`src/rtl/mdp3_order_book_if.sv`:
```
// mdp3_order_book_if: parser entry inputs, book outputs and level read port
// for the single-instrument MDP3 order book.
interface mdp3_order_book_if;
    logic        message_ready;
    logic        enable_order_book;
    logic [1:0]  ACTION;
    logic [1:0]  ENTRY_TYPE;
    logic [31:0] SECURITY_ID;
    logic [63:0] PRICE;
    logic [15:0] QUANTITY;
    logic [7:0]  NUM_ORDERS;

    logic        book_busy;
    logic        book_updated;
    logic        best_bid_valid;
    logic        best_ask_valid;
    logic [63:0] best_bid_price;
    logic [63:0] best_ask_price;
    logic [15:0] best_bid_qty;
    logic [15:0] best_ask_qty;

    logic        rd_side;
    logic [2:0]  rd_level;
    logic        rd_valid;
    logic [63:0] rd_price;
    logic [15:0] rd_qty;
    logic [7:0]  rd_orders;

    logic        miss_err;
    logic        overflow_err;

    modport master (
        output message_ready, enable_order_book, ACTION, ENTRY_TYPE,
        output SECURITY_ID, PRICE, QUANTITY, NUM_ORDERS,
        output rd_side, rd_level,
        input  book_busy, book_updated,
        input  best_bid_valid, best_ask_valid,
        input  best_bid_price, best_ask_price,
        input  best_bid_qty, best_ask_qty,
        input  rd_valid, rd_price, rd_qty, rd_orders,
        input  miss_err, overflow_err
    );

    modport slave (
        input  message_ready, enable_order_book, ACTION, ENTRY_TYPE,
        input  SECURITY_ID, PRICE, QUANTITY, NUM_ORDERS,
        input  rd_side, rd_level,
        output book_busy, book_updated,
        output best_bid_valid, best_ask_valid,
        output best_bid_price, best_ask_price,
        output best_bid_qty, best_ask_qty,
        output rd_valid, rd_price, rd_qty, rd_orders,
        output miss_err, overflow_err
    );
endinterface

```
`src/rtl/mdp3_order_book.sv`:
```
// mdp3_order_book: price-sorted bid/ask book for one instrument, fed by
// MDP3 incremental-refresh entries through a capture/search/apply FSM.
module mdp3_order_book #(
    parameter int          DEPTH  = 4,
    parameter logic [31:0] SEC_ID = 32'h0000_0000
) (
    input logic              clk,
    input logic              reset,
    mdp3_order_book_if.slave bus
);

    typedef enum logic [1:0] {
        S_IDLE   = 2'd0,
        S_SEARCH = 2'd1,
        S_APPLY  = 2'd2
    } state_t;

    state_t state_q, state_d;
    logic   mr_q, mr_d;

    logic [1:0]  act_q, act_d;
    logic        side_q, side_d;
    logic [63:0] px_q, px_d;
    logic [15:0] qty_q, qty_d;
    logic [7:0]  ord_q, ord_d;

    logic [DEPTH-1:0] match_q, match_d;
    logic [DEPTH-1:0] better_q, better_d;

    logic        vld_q [2][DEPTH];
    logic        vld_d [2][DEPTH];
    logic [63:0] prc_q [2][DEPTH];
    logic [63:0] prc_d [2][DEPTH];
    logic [15:0] lq_q  [2][DEPTH];
    logic [15:0] lq_d  [2][DEPTH];
    logic [7:0]  lo_q  [2][DEPTH];
    logic [7:0]  lo_d  [2][DEPTH];

    logic upd_q, upd_d;
    logic miss_q, miss_d;
    logic ovf_q, ovf_d;
    logic apply_miss;

    logic        bbv_q, bbv_d, bav_q, bav_d;
    logic [63:0] bbp_q, bbp_d, bap_q, bap_d;
    logic [15:0] bbq_q, bbq_d, baq_q, baq_d;

    logic        rdv_q, rdv_d;
    logic [63:0] rdp_q, rdp_d;
    logic [15:0] rdq_q, rdq_d;
    logic [7:0]  rdo_q, rdo_d;
    int          rd_idx;

    logic cap;
    logic accept;

    assign cap    = bus.message_ready && !mr_q && bus.enable_order_book;
    assign accept = (bus.SECURITY_ID == SEC_ID) && (bus.ACTION != 2'd3)
                    && !bus.ENTRY_TYPE[1];

    // FSM sequencing, entry latch, pulse and sticky error generation
    always_comb begin
        state_d = state_q;
        mr_d    = bus.message_ready;
        act_d   = act_q;
        side_d  = side_q;
        px_d    = px_q;
        qty_d   = qty_q;
        ord_d   = ord_q;
        upd_d   = 1'b0;
        miss_d  = 1'b0;
        ovf_d   = ovf_q;
        unique case (state_q)
            S_IDLE: begin
                if (cap && accept) begin
                    act_d   = bus.ACTION;
                    side_d  = bus.ENTRY_TYPE[0];
                    px_d    = bus.PRICE;
                    qty_d   = bus.QUANTITY;
                    ord_d   = bus.NUM_ORDERS;
                    state_d = S_SEARCH;
                end
            end
            S_SEARCH: state_d = S_APPLY;
            S_APPLY: begin
                state_d = S_IDLE;
                upd_d   = 1'b1;
                miss_d  = apply_miss;
            end
            default: state_d = S_IDLE;
        endcase
        if (cap && state_q != S_IDLE) begin
            ovf_d = 1'b1;
        end
    end

    // Parallel price compare against every level of the selected side
    always_comb begin
        match_d  = match_q;
        better_d = better_q;
        if (state_q == S_SEARCH) begin
            for (int i = 0; i < DEPTH; i++) begin
                match_d[i] = vld_q[side_q][i] && (prc_q[side_q][i] == px_q);
                if (!vld_q[side_q][i]) begin
                    better_d[i] = 1'b1;
                end else if (side_q) begin
                    better_d[i] = $signed(px_q) < $signed(prc_q[side_q][i]);
                end else begin
                    better_d[i] = $signed(px_q) > $signed(prc_q[side_q][i]);
                end
            end
        end
    end

    // Book modification: overwrite, insert with shift-down, delete with shift-up
    always_comb begin
        int  mi;
        int  bi;
        logic mf;
        logic bf;
        vld_d      = vld_q;
        prc_d      = prc_q;
        lq_d       = lq_q;
        lo_d       = lo_q;
        apply_miss = 1'b0;
        mi = 0;
        bi = 0;
        mf = 1'b0;
        bf = 1'b0;
        for (int i = DEPTH - 1; i >= 0; i--) begin
            if (match_q[i]) begin
                mf = 1'b1;
                mi = i;
            end
            if (better_q[i]) begin
                bf = 1'b1;
                bi = i;
            end
        end
        if (state_q == S_APPLY) begin
            unique case (act_q)
                2'd0: begin
                    if (mf) begin
                        lq_d[side_q][mi] = qty_q;
                        lo_d[side_q][mi] = ord_q;
                    end else if (bf) begin
                        for (int i = 1; i < DEPTH; i++) begin
                            if (i > bi) begin
                                vld_d[side_q][i] = vld_q[side_q][i-1];
                                prc_d[side_q][i] = prc_q[side_q][i-1];
                                lq_d[side_q][i]  = lq_q[side_q][i-1];
                                lo_d[side_q][i]  = lo_q[side_q][i-1];
                            end
                        end
                        vld_d[side_q][bi] = 1'b1;
                        prc_d[side_q][bi] = px_q;
                        lq_d[side_q][bi]  = qty_q;
                        lo_d[side_q][bi]  = ord_q;
                    end
                end
                2'd1: begin
                    if (mf) begin
                        lq_d[side_q][mi] = qty_q;
                        lo_d[side_q][mi] = ord_q;
                    end else begin
                        apply_miss = 1'b1;
                    end
                end
                2'd2: begin
                    if (mf) begin
                        for (int i = 0; i < DEPTH - 1; i++) begin
                            if (i >= mi) begin
                                vld_d[side_q][i] = vld_q[side_q][i+1];
                                prc_d[side_q][i] = prc_q[side_q][i+1];
                                lq_d[side_q][i]  = lq_q[side_q][i+1];
                                lo_d[side_q][i]  = lo_q[side_q][i+1];
                            end
                        end
                        vld_d[side_q][DEPTH-1] = 1'b0;
                    end else begin
                        apply_miss = 1'b1;
                    end
                end
                default: apply_miss = 1'b0;
            endcase
        end
    end

    // Top-of-book taken from the post-update book so it lines up with book_updated
    always_comb begin
        bbv_d = vld_d[0][0];
        bav_d = vld_d[1][0];
        bbp_d = vld_d[0][0] ? prc_d[0][0] : 64'd0;
        bap_d = vld_d[1][0] ? prc_d[1][0] : 64'd0;
        bbq_d = vld_d[0][0] ? lq_d[0][0] : 16'd0;
        baq_d = vld_d[1][0] ? lq_d[1][0] : 16'd0;
    end

    // Random-access level read from the current (pre-update) book
    always_comb begin
        rd_idx = int'(bus.rd_level);
        rdv_d  = 1'b0;
        rdp_d  = 64'd0;
        rdq_d  = 16'd0;
        rdo_d  = 8'd0;
        if (rd_idx < DEPTH) begin
            rdv_d = vld_q[bus.rd_side][rd_idx];
            rdp_d = prc_q[bus.rd_side][rd_idx];
            rdq_d = lq_q[bus.rd_side][rd_idx];
            rdo_d = lo_q[bus.rd_side][rd_idx];
        end
    end

    // Control and latched-entry registers
    always_ff @(posedge clk or negedge reset) begin
        if (!reset) begin
            state_q  <= S_IDLE;
            mr_q     <= 1'b0;
            act_q    <= 2'd0;
            side_q   <= 1'b0;
            px_q     <= 64'd0;
            qty_q    <= 16'd0;
            ord_q    <= 8'd0;
            match_q  <= '0;
            better_q <= '0;
            upd_q    <= 1'b0;
            miss_q   <= 1'b0;
            ovf_q    <= 1'b0;
        end else begin
            state_q  <= state_d;
            mr_q     <= mr_d;
            act_q    <= act_d;
            side_q   <= side_d;
            px_q     <= px_d;
            qty_q    <= qty_d;
            ord_q    <= ord_d;
            match_q  <= match_d;
            better_q <= better_d;
            upd_q    <= upd_d;
            miss_q   <= miss_d;
            ovf_q    <= ovf_d;
        end
    end

    // Level storage for both sides
    always_ff @(posedge clk or negedge reset) begin
        if (!reset) begin
            for (int s = 0; s < 2; s++) begin
                for (int i = 0; i < DEPTH; i++) begin
                    vld_q[s][i] <= 1'b0;
                    prc_q[s][i] <= 64'd0;
                    lq_q[s][i]  <= 16'd0;
                    lo_q[s][i]  <= 8'd0;
                end
            end
        end else begin
            vld_q <= vld_d;
            prc_q <= prc_d;
            lq_q  <= lq_d;
            lo_q  <= lo_d;
        end
    end

    // Registered best-of-book and read-port outputs
    always_ff @(posedge clk or negedge reset) begin
        if (!reset) begin
            bbv_q <= 1'b0;
            bav_q <= 1'b0;
            bbp_q <= 64'd0;
            bap_q <= 64'd0;
            bbq_q <= 16'd0;
            baq_q <= 16'd0;
            rdv_q <= 1'b0;
            rdp_q <= 64'd0;
            rdq_q <= 16'd0;
            rdo_q <= 8'd0;
        end else begin
            bbv_q <= bbv_d;
            bav_q <= bav_d;
            bbp_q <= bbp_d;
            bap_q <= bap_d;
            bbq_q <= bbq_d;
            baq_q <= baq_d;
            rdv_q <= rdv_d;
            rdp_q <= rdp_d;
            rdq_q <= rdq_d;
            rdo_q <= rdo_d;
        end
    end

    assign bus.book_busy      = (state_q != S_IDLE);
    assign bus.book_updated   = upd_q;
    assign bus.miss_err       = miss_q;
    assign bus.overflow_err   = ovf_q;
    assign bus.best_bid_valid = bbv_q;
    assign bus.best_ask_valid = bav_q;
    assign bus.best_bid_price = bbp_q;
    assign bus.best_ask_price = bap_q;
    assign bus.best_bid_qty   = bbq_q;
    assign bus.best_ask_qty   = baq_q;
    assign bus.rd_valid       = rdv_q;
    assign bus.rd_price       = rdp_q;
    assign bus.rd_qty         = rdq_q;
    assign bus.rd_orders      = rdo_q;

endmodule
```
`src/flat_wrapper.sv`:
```
// flat-port wrapper written by rule: the top's interface ports become plain ports
module mdp3_order_book_flat 
#(
    parameter int          DEPTH  = 4,
    parameter logic [31:0] SEC_ID = 32'h0000_0000
)
  (clk, reset, bus_message_ready, bus_enable_order_book, bus_ACTION, bus_ENTRY_TYPE, bus_SECURITY_ID, bus_PRICE, bus_QUANTITY, bus_NUM_ORDERS, bus_rd_side, bus_rd_level, bus_book_busy, bus_book_updated, bus_best_bid_valid, bus_best_ask_valid, bus_best_bid_price, bus_best_ask_price, bus_best_bid_qty, bus_best_ask_qty, bus_rd_valid, bus_rd_price, bus_rd_qty, bus_rd_orders, bus_miss_err, bus_overflow_err);
  mdp3_order_book_if bus_i ();
  input logic clk;
  input logic reset;
  input wire logic [$bits(bus_i.message_ready)-1:0] bus_message_ready;
  input wire logic [$bits(bus_i.enable_order_book)-1:0] bus_enable_order_book;
  input wire logic [$bits(bus_i.ACTION)-1:0] bus_ACTION;
  input wire logic [$bits(bus_i.ENTRY_TYPE)-1:0] bus_ENTRY_TYPE;
  input wire logic [$bits(bus_i.SECURITY_ID)-1:0] bus_SECURITY_ID;
  input wire logic [$bits(bus_i.PRICE)-1:0] bus_PRICE;
  input wire logic [$bits(bus_i.QUANTITY)-1:0] bus_QUANTITY;
  input wire logic [$bits(bus_i.NUM_ORDERS)-1:0] bus_NUM_ORDERS;
  input wire logic [$bits(bus_i.rd_side)-1:0] bus_rd_side;
  input wire logic [$bits(bus_i.rd_level)-1:0] bus_rd_level;
  output wire logic [$bits(bus_i.book_busy)-1:0] bus_book_busy;
  output wire logic [$bits(bus_i.book_updated)-1:0] bus_book_updated;
  output wire logic [$bits(bus_i.best_bid_valid)-1:0] bus_best_bid_valid;
  output wire logic [$bits(bus_i.best_ask_valid)-1:0] bus_best_ask_valid;
  output wire logic [$bits(bus_i.best_bid_price)-1:0] bus_best_bid_price;
  output wire logic [$bits(bus_i.best_ask_price)-1:0] bus_best_ask_price;
  output wire logic [$bits(bus_i.best_bid_qty)-1:0] bus_best_bid_qty;
  output wire logic [$bits(bus_i.best_ask_qty)-1:0] bus_best_ask_qty;
  output wire logic [$bits(bus_i.rd_valid)-1:0] bus_rd_valid;
  output wire logic [$bits(bus_i.rd_price)-1:0] bus_rd_price;
  output wire logic [$bits(bus_i.rd_qty)-1:0] bus_rd_qty;
  output wire logic [$bits(bus_i.rd_orders)-1:0] bus_rd_orders;
  output wire logic [$bits(bus_i.miss_err)-1:0] bus_miss_err;
  output wire logic [$bits(bus_i.overflow_err)-1:0] bus_overflow_err;
  assign bus_i.message_ready = bus_message_ready;
  assign bus_i.enable_order_book = bus_enable_order_book;
  assign bus_i.ACTION = bus_ACTION;
  assign bus_i.ENTRY_TYPE = bus_ENTRY_TYPE;
  assign bus_i.SECURITY_ID = bus_SECURITY_ID;
  assign bus_i.PRICE = bus_PRICE;
  assign bus_i.QUANTITY = bus_QUANTITY;
  assign bus_i.NUM_ORDERS = bus_NUM_ORDERS;
  assign bus_i.rd_side = bus_rd_side;
  assign bus_i.rd_level = bus_rd_level;
  assign bus_book_busy = bus_i.book_busy;
  assign bus_book_updated = bus_i.book_updated;
  assign bus_best_bid_valid = bus_i.best_bid_valid;
  assign bus_best_ask_valid = bus_i.best_ask_valid;
  assign bus_best_bid_price = bus_i.best_bid_price;
  assign bus_best_ask_price = bus_i.best_ask_price;
  assign bus_best_bid_qty = bus_i.best_bid_qty;
  assign bus_best_ask_qty = bus_i.best_ask_qty;
  assign bus_rd_valid = bus_i.rd_valid;
  assign bus_rd_price = bus_i.rd_price;
  assign bus_rd_qty = bus_i.rd_qty;
  assign bus_rd_orders = bus_i.rd_orders;
  assign bus_miss_err = bus_i.miss_err;
  assign bus_overflow_err = bus_i.overflow_err;
  mdp3_order_book #(.DEPTH(DEPTH), .SEC_ID(SEC_ID)) u_core (.clk(clk), .reset(reset), .bus(bus_i));
endmodule
```
`config.mk`:
```
export PLATFORM = sky130hd
export DESIGN_NAME = mdp3_order_book_flat
export DESIGN_NICKNAME = d
export VERILOG_FILES = /design/src/rtl/mdp3_order_book_if.sv /design/src/rtl/mdp3_order_book.sv /design/src/flat_wrapper.sv
export SDC_FILE = /design/constraint.sdc
export NUM_CORES = 2
export LEC_CHECK = 0
export ABC_CLOCK_PERIOD_IN_PS = 4200
export CAP_MARGIN = 30
export CORE_ASPECT_RATIO = 0.5
export CORE_MARGIN = 1
export CORE_UTILIZATION = 25
export CTS_BUF_LIST = sky130_fd_sc_hd__clkbuf_4
export CTS_CLUSTER_SIZE = 24
export DETAILED_ROUTE_END_ITERATION = 10
export PLACE_DENSITY = 0.5
export SYNTH_ARGS = -nofsm -noshare
export SYNTH_HDL_FRONTEND = slang
export SYNTH_SLANG_ARGS = --single-unit
```
`constraint.sdc`:
```
create_clock -name clk -period 4.2 [get_ports clk]
set_input_delay 0.63 -clock clk [delete_from_list [all_inputs] [get_ports clk]]
set_output_delay 0.63 -clock clk [all_outputs]
set_load 0.02 [all_outputs]
```
# ---- After elaboration in Yosys (flattened, before gate mapping)
# Cells that the tools add are included.
dict set report totals {
  output_inout_bits 255
  reg_bits 1066
  wordCells 402
  inputBits 132
}
dict set report classes {
  reduce_logical 25
  eq_ne 15
  order_cmp 23
  muxes 279
  bitwise_logic 8
}
# op count
set op_table {}
lappend op_table {{512-bit 2-to-1 mux} 28}
lappend op_table {{128-bit 2-to-1 mux} 30}
lappend op_table {{512-bit bitwise mux} 7}
lappend op_table {{64-bit 2-to-1 mux} 44}
lappend op_table {{256-bit 2-to-1 mux} 8}
lappend op_table {{256-bit demux with 1-bit select} 5}
lappend op_table {{128-bit bitwise mux} 8}
lappend op_table {{512-bit case mux with 2 select lines} 1}
lappend op_table {{64-bit bitwise mux} 8}
lappend op_table {{64-bit demux with 1-bit select} 6}
lappend op_table {{128-bit case mux with 3 select lines} 1}
lappend op_table {{32-bit 2-to-1 mux} 10}
lappend op_table {{8-bit 2-to-1 mux} 37}
lappend op_table {{64-bit == test} 4}
lappend op_table {{64-bit > comparator} 4}
lappend op_table {{64-bit < comparator} 4}
lappend op_table {{32-bit demux with 1-bit select} 6}
lappend op_table {{192-bit 2-to-1 mux} 1}
lappend op_table {{64-bit case mux with 3 select lines} 1}
lappend op_table {{16-bit 2-to-1 mux} 9}
lappend op_table {{64-bit binary-select mux with 2-bit select} 1}
lappend op_table {{64-bit demux with 2-bit select} 1}
lappend op_table {{32-bit by 3-bit >= comparator with 1-bit output (second input constant)} 3}
lappend op_table {{16-bit demux with 2-bit select} 2}
lappend op_table {{other kinds (43)} 121}

# ---- Logic depth before layout (Yosys ltp)
dict set report logic_depth {
  ltp_word 29
  depth_mapped 16
  depth_no_buf 10
}

# ---- Worst setup path before layout
# Ideal clock, no wire load.
dict set report synth_path {
  kind {register to register}
  startpoint {reg u_core.side_q}
  endpoint {reg u_core.better_q[1]}
  path_stages_with_launch 16
  required_ns 4.117
  period_less_slack_ns 4.123
  arrival_time_ns 4.041
  setup_time_ns 0.083
  path_buffers 6
  setup_slack_ns 0.077
  cell_sequence {dfrtp_1 -> buf_2 -> buf_2 -> buf_2 -> clkbuf_1 -> buf_1 -> mux2i_1 -> ha_1 -> and3_1 -> and4_1 -> clkbuf_1 -> and4_1 -> a2111oi_0 -> mux2_2 -> a31o_2 -> o21ai_0}
}
dict set report synth_between {
  elab_chain_cells 7
  word_cells_on_any_way 11
  classes_between {2 x order compare; 8 x mux; 1 x bitwise}
}
# element line
set synth_rtl {}
lappend synth_rtl {{start: declaration} mdp3_order_book.sv:22} ;# logic side_q, side_d;
lappend synth_rtl {{start signal: assignment} mdp3_order_book.sv:233} ;# side_q <= side_d;
lappend synth_rtl {{1-bit inverter with 2-bit output (not written as such)} {mdp3_order_book.sv:104, mdp3_order_book.sv:107, mdp3_order_book.sv:109}}
lappend synth_rtl {{256-bit 2-to-1 mux} -}
lappend synth_rtl {{256-bit 2-to-1 mux (not written as such)} {mdp3_order_book.sv:107, mdp3_order_book.sv:109}}
lappend synth_rtl {{256-bit 2-to-1 mux} -}
lappend synth_rtl {{64-bit > comparator or 64-bit < comparator (tied branches)} {mdp3_order_book.sv:109, mdp3_order_book.sv:107}}
lappend synth_rtl {{1-bit 2-to-1 mux} mdp3_order_book.sv:106} ;# end else if (side_q) begin
lappend synth_rtl {{1-bit 2-to-1 mux *} mdp3_order_book.sv:104} ;# if (!vld_q[side_q][i]) begin
lappend synth_rtl {{end signal: assignment} mdp3_order_book.sv:238} ;# better_q <= better_d;
lappend synth_rtl {{end: declaration} mdp3_order_book.sv:28} ;# logic [DEPTH-1:0] better_q, better_d;
# Every way passes the cells marked *; elsewhere a longest branch is shown, timed or not. The select of a mux whose other input is x is not followed.
# A chain may end at the register's enable or synchronous reset.

# ---- Worst setup path after layout
# Same ends and word-level chain as after synthesis.

==> metrics.txt <==
status=completed; post-synthesis instance total=7,972; cts bufs inserted=322; htree depth=5; Bufs and invs on worst path=4; total gr overflow=0; Crit path top cell by count=buf_4; clock slew at reported path FFs=70 ps; Final setup viols=0; Worst Tran Pin Value=1110 ps; row cnt=135; register area=26,700 um^2; Worst path slowest cell=dfrtp_4; Die Wd=742 um; routability cong.=0.906; synth warn=0; Area Growth Syn to Fin=21.0%; crit start category=flip-flop; first-pass GRT wire length=473,000 um; post-synth cell types=70; Max Cap Viol=0; CTS Buffer Depth=4; R2R cell count=13; final wirelength=325,000 um; Final Hold Vio Count=0; Layout Utilization=30.5%; Compound-Gate Fraction of Synth Area=21.3%; area occupied by multi-input gates=39,200 um^2; Critical Path Source=u_core.side_q; fraction of layout cells with a size suffix above 1=12.8%; Critical Path Max Stage Delay=600 ps; largest net degree at the start of global routing=145; crit path capture type=flip-flop; post-synthesis sequential area ratio=38.9%; post-synthesis adder-cell area fraction=4.75%; worst IR drop on VDD=0.000220 V; critical path class=flip-flop to flip-flop; initial antenna violation count=13; Mapped Nets=8,364; relative slew slack=25.4%; first-pass iteration count of the detailed router=6; Min-Delay Path Class=input pin to flip-flop; post-route cell area=82,900 um^2; Cell Area, Synth=68,500 um^2; pre-CTS WS=30.2 ps; post-synthesis mux area share=13.4%; fill count=28,700; Final ANT Viol Nets=0; CTS tree=done; f_max=244 MHz; hpwl dp=210,000 um; Simple-Gate Fraction of Synth Area=17.2%; crit share post-route=97.8%; clk_lat worst skew=1340 ps; hold_ws=78.7 ps; CTS root buffer=clkbuf_4; Clock Skews=102 ps; die height=372 um; WL/cell=26.6 um; num ports=387; I/O Buffers=386; Worst setup endpoint=u_core.better_q[1]; r2r startpoint=u_core.side_q; async set-reset flop share out of synthesis=100%; Post-CTS Setup Repair Bufs=0; dpl cell area=78,300 um^2; Initial Util=25.2%; full die area=276,000 um^2; Yosys reg bits=1,066; Worst Path Arrival=5350 ps; nets=8,803; Post-synth EDFFs=0; CTS sink count=1,066; FF-to-FF End=u_core.better_q[1]; largest family of logic cells by synthesized area=compound AO/OA/AOI/OAI gates; DRC viols=0; vias=68,500; Final Critical Period=4110 ps; Worst R2R Setup Slack=90 ps; CP cell instances=buf_12 -> buf_4 -> mux2i_1 -> ha_1 -> and4_1 -> a221oi_2 -> buf_4 -> o211ai_1 -> a2111oi_1 -> buf_4 -> mux2_2 -> a31o_2 -> o21ai_0; data required time of the critical path=5440 ps; XOR/XNOR Fraction of Synth Area=0.0128%; Synth Flop Type=dfrtp_1; PD cells=252 nW/um^2; Worst path depth=13; Final WS setup=93.5 ps; Mapped Avg Cell Area=8.60 um^2; Top delay family on crit path=compound AO/OA/AOI/OAI gates; overall routing resource usage=22.7%; Max Slew Vio Count=0; LEAKAGE=34.8 nW; critical path peak fanout=36; post-DR vias/cell=5.60; vias in the first global route=66,700; Initial DRC Count=8,098; Core Area=272,000 um^2
==> how the worst min path moves through the flow <==
stage	cells after the start	slack [ps]	end	startpoint
2_1_floorplan	0	330	async pin	reset
3_3_place_gp	1	440	u_core.bus.overflow_err	u_core.bus.overflow_err
3_5_place_dp	1	440	u_core.bus.overflow_err	u_core.bus.overflow_err
4_1_cts	3	3	u_core.px_q[33]	bus_PRICE[33]
5_1_grt	3	5	u_core.px_q[33]	bus_PRICE[33]
6_report	3	80	u_core.px_q[33]	bus_PRICE[33]
==> what timing repair did <==
action / CTS / global route
hold buffers: 98 / 0
setup endpoints to repair: 0 / 1
hold endpoints to repair: 895 / 0
gates resized for setup: 0 / 3
==> state kept, by name, summed over array words and instances (netlist names), 16 cells and up, named ones only <==
register	count
u_core.lq_q	128
u_core.prc_q	512
u_core.qty_q	16
u_core.bus.best_bid_qty	16
u_core.bus.rd_qty	16
u_core.bus.best_ask_price	64
u_core.bus.best_ask_qty	16
u_core.bus.best_bid_price	64
u_core.bus.rd_price	64
u_core.px_q	64
==> logic make-up after synthesis <==
kind of cell | count (synthesis)
compound gates | 2393
xor+xnor | 1
fa+ha+maj | 260
buf+inv | 763
flops | 1066
mux | 693
simple gates | 2796
==> routing by layer <==
layer / up-vias / track usage [%] / wire length, um
met1: 34000 / 29.7 / 133000
met4: 6 / 10.9 / 16200
met5: - / 0 / 36
met3: 840 / 4.84 / 29400
li1: 29900 / - / -
met2: 3821 / 35.9 / 147000
==> power breakdown <==
part           internal [mW]  total, mW  switching [mW]
sequential              10.3       10.3        0.000108
combinational          0.305      0.749           0.444
clock                   4.83       9.91            5.08
==> synthesized netlist by cell type (all sizes together), types with 10 or more instances <==
library cell | number | share of area, %
ha | 260 | 4.7
nand4 | 45 | 0.41
o31ai | 15 | 0.16
a22oi | 224 | 2.5
a221oi | 216 | 2.8
a21o | 62 | 0.68
mux4 | 178 | 5.9
mux2i | 494 | 7.2
o22ai | 63 | 0.58
nor3 | 158 | 1.2
a221o | 12 | 0.18
nand3 | 49 | 0.37
and2 | 141 | 1.3
dfrtp | 1066 | 39
and3 | 34 | 0.31
mux2 | 21 | 0.35
o21ai | 742 | 5.4
buf | 220 | 1.4
o211ai | 12 | 0.13
a2bb2oi | 23 | 0.29
clkbuf | 519 | 2.9
a211oi | 88 | 0.96
nor2b | 76 | 0.69
nor2 | 611 | 3.4
nor4 | 13 | 0.14
a31oi | 150 | 1.4
inv | 23 | 0.13
a21oi | 682 | 5.0
a22o | 45 | 0.58
and4 | 15 | 0.19
nand2b | 10 | 0.10
nand2 | 1622 | 8.9
a222oi | 16 | 0.23
==> cell usage in the layout (no fill, tap or decap), types with 44 or more instances in the layout <==
cell type / n
a31oi_1: 150
and2_1: 140
nor2b_1: 76
nor3_1: 157
nand2_1: 1617
dlygate4sd3_1: 97
buf_12: 96
o21ai_1: 81
a22oi_1: 224
mux4_2: 178
nand3_1: 44
o21ai_0: 652
buf_4: 276
a21oi_1: 680
clkdlybuf4s50_1: 381
a221oi_1: 214
nand4_1: 45
a21o_1: 60
dfrtp_1: 1065
clkinv_1: 58
ha_1: 258
mux2i_1: 494
clkbuf_4: 431
a22o_1: 45
o22ai_1: 62
nor2_1: 594
a211oi_1: 88
==> tightest hold or removal path: cells and delay by family <==
family	cells	cell delay, ps
buffers and inverters	1	400
and+or+nand+nor	2	310
==> per-stage QoR <==
step                      TNS, ps  cells  power, mW
final                           0  12200       20.9
after global routing        -6.95  12200       21.7
after CTS                       0  12200       21.1
after detailed placement        0  11600       11.1
after global placement       -158  11600       11.1
after floorplan                 0   7972       10.6
==> layout make-up <==
class | instances | area share [%]
antenna | 8 | 0.0241
clock buffer | 431 | 3.90
clock inverter | 79 | 0.445
inverter | 24 | 0.109
multi-input combinational | 6143 | 47.2
sequential | 1066 | 32.2
tap | 3630 | 5.48
timing repair buffer | 854 | 10.7
No activity file was read; power rests on OpenSTA's default activity.
